--- config.mk ---
export PLATFORM = sky130hd
export DESIGN_NAME = multicycle_controller
export DESIGN_NICKNAME = d
export VERILOG_FILES = /design/src/rtl/multicycle_controller.sv
export SDC_FILE = /design/constraint.sdc
export NUM_CORES = 1
export LEC_CHECK = 0
export ABC_AREA = 1
export CAP_MARGIN = 10
export CORE_UTILIZATION = 34
export DETAILED_ROUTE_END_ITERATION = 8
export PLACE_DENSITY = 0.85
export SLEW_MARGIN = 30
export SYNTH_ARGS = -nofsm -noshare
export SYNTH_HDL_FRONTEND = slang
export SYNTH_SLANG_ARGS = --single-unit
--- constraint.sdc ---
create_clock -name clk -period 2.1 [get_ports clk]
set_input_delay 0.63 -clock clk [delete_from_list [all_inputs] [get_ports clk]]
set_output_delay 0.63 -clock clk [all_outputs]
set_load 0.01 [all_outputs]
--- src/rtl/multicycle_controller.sv ---
// Multicycle RV32I control sequencer: walks each instruction through
// fetch/decode/execute/memory/writeback and decodes every datapath select
// and write strobe from the current state.
module multicycle_controller #(
    parameter int DATA_WIDTH = 32
) (
    input  logic                  clk,
    input  logic                  rst,
    input  logic [DATA_WIDTH-1:0] Instr_i,
    input  logic                  Zero_i,
    input  logic                  MemReady_i,
    output logic                  PCWrite_o,
    output logic                  AdrSrc_o,
    output logic                  IRWrite_o,
    output logic                  MemWrite_o,
    output logic                  RegWrite_o,
    output logic [1:0]            ResultSrc_o,
    output logic [1:0]            ALUSrcA_o,
    output logic [1:0]            ALUSrcB_o,
    output logic [3:0]            ALUCtrl_o,
    output logic [2:0]            ImmSrc_o,
    output logic                  InstrDone_o,
    output logic                  Fault_o
);

    typedef enum logic [3:0] {
        S_FETCH,
        S_DECODE,
        S_MEMADR,
        S_MEMREAD,
        S_MEMWB,
        S_MEMWRITE,
        S_EXECR,
        S_EXECI,
        S_ALUWB,
        S_BRANCH,
        S_JAL,
        S_JALR,
        S_LINK,
        S_LUI,
        S_AUIPC,
        S_FAULT
    } state_t;

    localparam logic [6:0] OP_LOAD   = 7'd3;
    localparam logic [6:0] OP_STORE  = 7'd35;
    localparam logic [6:0] OP_RTYPE  = 7'd51;
    localparam logic [6:0] OP_IALU   = 7'd19;
    localparam logic [6:0] OP_BRANCH = 7'd99;
    localparam logic [6:0] OP_JAL    = 7'd111;
    localparam logic [6:0] OP_JALR   = 7'd103;
    localparam logic [6:0] OP_LUI    = 7'd55;
    localparam logic [6:0] OP_AUIPC  = 7'd23;

    localparam logic [3:0] ALU_ADD  = 4'b0000;
    localparam logic [3:0] ALU_SUB  = 4'b0001;
    localparam logic [3:0] ALU_AND  = 4'b0010;
    localparam logic [3:0] ALU_OR   = 4'b0011;
    localparam logic [3:0] ALU_XOR  = 4'b0100;
    localparam logic [3:0] ALU_SLL  = 4'b0101;
    localparam logic [3:0] ALU_SRL  = 4'b0110;
    localparam logic [3:0] ALU_SRA  = 4'b0111;
    localparam logic [3:0] ALU_SLT  = 4'b1000;
    localparam logic [3:0] ALU_SLTU = 4'b1001;

    state_t r_state;
    state_t w_stateNext;

    logic [6:0]            w_opcode;
    logic [2:0]            w_funct3;
    logic                  w_bit30;
    logic [3:0]            w_aluFunct;
    logic [DATA_WIDTH-12:0] w_unused;

    assign w_opcode = Instr_i[6:0];
    assign w_funct3 = Instr_i[14:12];
    assign w_bit30  = Instr_i[30];
    // Register indices and immediate payload bits belong to the datapath, not here.
    assign w_unused = {Instr_i[DATA_WIDTH-1:31], Instr_i[29:15], Instr_i[11:7]};

    // State register; reset returns to FETCH at once, even mid-stall.
    always_ff @(posedge clk or posedge rst) begin
        if (rst) begin
            r_state <= S_FETCH;
        end else begin
            r_state <= w_stateNext;
        end
    end

    // Immediate format follows the opcode in every state.
    always_comb begin
        ImmSrc_o = 3'b000;
        case (w_opcode)
            OP_STORE:         ImmSrc_o = 3'b001;
            OP_BRANCH:        ImmSrc_o = 3'b010;
            OP_LUI, OP_AUIPC: ImmSrc_o = 3'b011;
            OP_JAL:           ImmSrc_o = 3'b100;
            default:          ImmSrc_o = 3'b000;
        endcase
    end

    // ALU function for EXECR/EXECI; bit 30 selects SUB only for R-type, SRA for both.
    always_comb begin
        w_aluFunct = ALU_ADD;
        case (w_funct3)
            3'b000: w_aluFunct = ((w_opcode == OP_RTYPE) && w_bit30) ? ALU_SUB : ALU_ADD;
            3'b001: w_aluFunct = ALU_SLL;
            3'b010: w_aluFunct = ALU_SLT;
            3'b011: w_aluFunct = ALU_SLTU;
            3'b100: w_aluFunct = ALU_XOR;
            3'b101: w_aluFunct = w_bit30 ? ALU_SRA : ALU_SRL;
            3'b110: w_aluFunct = ALU_OR;
            3'b111: w_aluFunct = ALU_AND;
            default: w_aluFunct = ALU_ADD;
        endcase
    end

    // Next state and Moore outputs, gated only by MemReady_i and Zero_i.
    always_comb begin
        w_stateNext = r_state;
        PCWrite_o   = 1'b0;
        AdrSrc_o    = 1'b0;
        IRWrite_o   = 1'b0;
        MemWrite_o  = 1'b0;
        RegWrite_o  = 1'b0;
        ResultSrc_o = 2'b00;
        ALUSrcA_o   = 2'b00;
        ALUSrcB_o   = 2'b00;
        ALUCtrl_o   = ALU_ADD;
        InstrDone_o = 1'b0;
        Fault_o     = 1'b0;
        case (r_state)
            S_FETCH: begin
                ALUSrcB_o   = 2'b10;
                ResultSrc_o = 2'b10;
                PCWrite_o   = MemReady_i;
                IRWrite_o   = MemReady_i;
                if (MemReady_i) w_stateNext = S_DECODE;
            end
            S_DECODE: begin
                ALUSrcA_o = 2'b01;
                ALUSrcB_o = 2'b01;
                case (w_opcode)
                    OP_LOAD, OP_STORE: w_stateNext = S_MEMADR;
                    OP_RTYPE:          w_stateNext = S_EXECR;
                    OP_IALU:           w_stateNext = S_EXECI;
                    OP_BRANCH:         w_stateNext = (w_funct3[2:1] == 2'b00) ? S_BRANCH : S_FAULT;
                    OP_JAL:            w_stateNext = S_JAL;
                    OP_JALR:           w_stateNext = S_JALR;
                    OP_LUI:            w_stateNext = S_LUI;
                    OP_AUIPC:          w_stateNext = S_AUIPC;
                    default:           w_stateNext = S_FAULT;
                endcase
            end
            S_MEMADR: begin
                ALUSrcA_o   = 2'b10;
                ALUSrcB_o   = 2'b01;
                w_stateNext = (w_opcode == OP_LOAD) ? S_MEMREAD : S_MEMWRITE;
            end
            S_MEMREAD: begin
                AdrSrc_o = 1'b1;
                if (MemReady_i) w_stateNext = S_MEMWB;
            end
            S_MEMWB: begin
                ResultSrc_o = 2'b01;
                RegWrite_o  = 1'b1;
                InstrDone_o = 1'b1;
                w_stateNext = S_FETCH;
            end
            S_MEMWRITE: begin
                AdrSrc_o    = 1'b1;
                MemWrite_o  = 1'b1;
                InstrDone_o = MemReady_i;
                if (MemReady_i) w_stateNext = S_FETCH;
            end
            S_EXECR: begin
                ALUSrcA_o   = 2'b10;
                ALUCtrl_o   = w_aluFunct;
                w_stateNext = S_ALUWB;
            end
            S_EXECI: begin
                ALUSrcA_o   = 2'b10;
                ALUSrcB_o   = 2'b01;
                ALUCtrl_o   = w_aluFunct;
                w_stateNext = S_ALUWB;
            end
            S_ALUWB: begin
                RegWrite_o  = 1'b1;
                InstrDone_o = 1'b1;
                w_stateNext = S_FETCH;
            end
            S_BRANCH: begin
                ALUSrcA_o   = 2'b10;
                ALUCtrl_o   = ALU_SUB;
                PCWrite_o   = Zero_i ^ w_funct3[0];
                InstrDone_o = 1'b1;
                w_stateNext = S_FETCH;
            end
            S_JAL: begin
                ALUSrcA_o   = 2'b01;
                ALUSrcB_o   = 2'b10;
                PCWrite_o   = 1'b1;
                w_stateNext = S_ALUWB;
            end
            S_JALR: begin
                ALUSrcA_o   = 2'b10;
                ALUSrcB_o   = 2'b01;
                ResultSrc_o = 2'b10;
                PCWrite_o   = 1'b1;
                w_stateNext = S_LINK;
            end
            S_LINK: begin
                ALUSrcA_o   = 2'b01;
                ALUSrcB_o   = 2'b10;
                w_stateNext = S_ALUWB;
            end
            S_LUI: begin
                ALUSrcA_o   = 2'b11;
                ALUSrcB_o   = 2'b01;
                w_stateNext = S_ALUWB;
            end
            S_AUIPC: begin
                ALUSrcA_o   = 2'b01;
                ALUSrcB_o   = 2'b01;
                w_stateNext = S_ALUWB;
            end
            S_FAULT: begin
                Fault_o     = 1'b1;
                w_stateNext = S_FAULT;
            end
            default: begin
                w_stateNext = S_FETCH;
            end
        endcase
    end

endmodule

==> summary.md <==
The run finished, with violations left. The checks that failed: setup timing. The finished layout holds 248 standard cells, fillers aside. The total power draw is 0.00155 W, and the count of pins on the block boundary is 56. The largest total area in the synthesized netlist belongs to nand2_1. Total detailed-routing wirelength: 3330 um. The ratio of final minimum period to clock period works out to 103%. The synthesized netlist contains 23 unique library cells.

Traced cell by cell, the critical path runs through buf_6 > buf_6 > inv_4 > nand2_4 > buf_6 > o41ai_4 > buf_2. In this run, placement finished with an instance count of 227. The count of warnings emitted by yosys is 0, and the die width is 49.1 um. The final instance area is 0.00162 sq mm.

The quantity of hold-fixing buffers added after cts was 0; the wire length of the first global-routing pass was 4910 um. The tools report the number of global-route vias before repair as 1,180. At the worst endpoint, the required time is 1.47 ns. The instance count on the critical path was 7; the post-place instance area was 0.00135 sq mm.

The largest registers in the layout are r_state: 4 flops. STA classifies the critical path startpoint as a primary input. Counting every instance in the synthesized netlist gives 136.

The number of antenna violations at the first check in global routing is 0, and the data arrival time of the critical path is 1.54 ns. The tools report the sequential element share of the synthesized area as 13.3%. Most flop-heavy register: r_state. The maximum fanout along the worst path is 2.

For this run, the slowest stage of the critical path takes 0.29 ns. Entering global routing, the biggest net connects 7 pins. In this run the standard cell core region covers 0.00202 sq mm. Clock-pin slew was measured on the worst setup and hold paths at 0.04 ns. Static timing analysis puts the maximum clock frequency at 0.461 GHz. The tools report the capturing point of the worst reg2reg path as r_state[0]$_DFFE_PP0P_. In the global route stage, overall resource usage came out at 26.1%. Transition time at the pin with the least slew margin: 0.318 ns.

Setup repair after global routing could not meet its margin everywhere. The count of buffers added on input and output ports is 34. The clock insertion delay at the later pin of the skew report was 0.24 ns. For the number of placement rows, the log shows 16.

Dividing the detail-routed via count by the number of cells gives 5.06. In the layout the commonest cells are 39 x buf_4, 31 x nand2_1, 13 x nor2_1, 13 x inv_1, 13 x buf_2. The start of the worst register-to-register path was r_state[0]$_DFFE_PP0P_.

The mean routed wirelength per cell is 13.4 um. The register with the most flip-flops in the layout has 4 of them. The routability-driven placement congestion ratio is 0.841, and the average footprint of a synthesized cell is 5.55 sq um. The post-route core utilization is 79.9%. Cells with a size suffix above 1 make up 57.0% of the layout. The total of endpoints with negative setup slack in the final report was 2. The total overflow reported by the global router was 0. The HPWL after detailed placement is 2220 um.

The most used cell along the critical path is buf_6. On the critical path, the stage with the largest delay is an instance of o41ai_4. On the critical path the largest part of the delay comes from buffers and inverters. The top-area cell type share of the netlist area was 17.9%; the number of DRC violations after detailed-routing iteration 0 was 28. The die covers 0.00241 sq mm. Area growth from synthesis to layout: 114%. The logs give 0.599 mV for the largest vdd supply drop and 0.570 ns for the worst slack on hold paths. The die is 49.1 um tall.

In this run the tightest slew margin relative to its limit is 78.7%. Once the floorplan was initialized, standard cells occupied 37.3% of the core. Final count of hold timing violations: 0. The number of diodes added for antenna fixing was 0. The clock buffer count from CTS is 3. Final setup slack of the worst path: -0.0693 ns. The standby leakage power came out at 0.951 nW. Worst clock skew: 0.00943 ns. The tools report the count of pins over their slew limit as 0. By area the synthesized netlist is led by nand2_1 18%, dfrtp_1 13%, inv_1 8.5%.

The clock passes through at most 2 buffers. The DRC violation count after routing was 0; the internal reg-to-reg setup slack was 0.62 ns. Power spread over the standard cell area amounts to 957 mW/mm^2.

The worst setup path is captured at an output pin. Counting both buffers and inverters, the worst setup path holds a total of 5. The library cell used most frequently in the layout, excluding fill and tap cells, is buf_4. In this run the cell area of the synthesized design comes to 754 sq um.

The H-tree level count is 1, and the net count after synthesis is 172. The pre-antenna-repair detailed-routing pass consisted of 4 iterations. The run gives 0 as the max-cap violation count.

The tightest min-delay check is of the primary input to asynchronous set/reset pin type. TritonCTS built the clock tree. Counting every sink on the clock net gives 4. The logs give 136 for the filler cell count in the final layout and 1,256 for the total via count after detailed routing. The most critical setup path has its startpoint at Instr_i[4]. The synthesized design contains 4 register bits. For the final net count, the log shows 259. After layout, the minimum clock period comes to 2.17 ns. In this run the clock root is driven by a clkbuf_4. The worst reg-to-reg path cell count came out at 6. The critical path is of the primary input to output pin type.

The tools report the capture point of the worst path as ImmSrc_o[0]. The count of nets left with antenna violations once routing finished came out at 0.
[synthesized netlist by cell type, drive strengths merged]
cell type   n
nor3        5
a31oi       2
o221ai      1
clkinv      1
nand3       9
a21oi       6
o211ai      4
nand4       1
xnor2       1
o21ai       6
nor2       25
nor3b       1
dfrtp       4
o41ai       1
nand2      45
inv        24
[worst reg2reg max path: cells and delay by family, from the launching register on]
family | cells | cell delay, ns
flip-flops | 1 | 0.43
buffers and inverters | 1 | 0.18
AO/OA/AOI/OAI | 2 | 0.37
AND/OR/NAND/NOR | 3 | 0.42
[final cells by class]
class | count | area (sq um) | area share, %
Inverter | 25 | 113 | 6.97
Timing Repair Buffer | 82 | 657 | 40.7
Tap cell | 27 | 33.8 | 2.09
Multi-Input combinational cell | 107 | 684 | 42.4
Clock buffer | 3 | 22.5 | 1.39
Sequential cell | 4 | 105 | 6.51
[power by group]
group          switching [W]  internal [W]  leakage (nW)
Combinational       0.000675      0.000594         0.891
Sequential         0.0000578      0.000120        0.0455
Clock              0.0000346     0.0000642        0.0138
Total               0.000767      0.000778         0.951
[timing repair]
item                       CTS  global route
buffers inserted            10             8
setup endpoints to repair   20            15
pin swaps                   12            12
resized for setup          115            45
gates cloned                 0             0
[worst min-delay path by stage]
stage	startpoint	end	slack [ns]
floorplan	rst	r_state[0]$_DFFE_PP0P_	0.40
global placement	r_state[1]$_DFFE_PP0P_	r_state[3]$_DFFE_PP0P_	0.56
detailed placement	r_state[1]$_DFFE_PP0P_	r_state[3]$_DFFE_PP0P_	0.57
CTS	rst	r_state[1]$_DFFE_PP0P_	0.57
global route	rst	r_state[1]$_DFFE_PP0P_	0.61
finish	rst	r_state[1]$_DFFE_PP0P_	0.57
[cell families (layout without fill, tap and decap cells)]
family                    count (synthesis)  after routing  share of synthesized area [%]
xor gates and xnor gates                  1              1                           1.16
AOI/OAI and AO/OA                        20             20                           16.4
buffers and inverters                    25            110                           12.4
DFF                                       4              4                           13.3
and+or+nand+nor                          86             86                           56.7
[stage by stage]
step	TNS, ns	setup WS, ns
6_report	-0.0963	-0.0693
5_1_grt	-0.237	-0.105
4_1_cts	-0.185	-0.185
3_5_place_dp	-7.21	-0.879
3_3_place_gp	-6.68	-0.819
2_1_floorplan	0	0.0534
[per-layer routing]
metal | routed length, um | global-route usage [%]
met5 | 0 | 0
met4 | 151 | 10.8
met3 | 106 | 4.67
met2 | 1890 | 52.5
met1 | 1190 | 25.1
(Power assumes the default switching activity.)
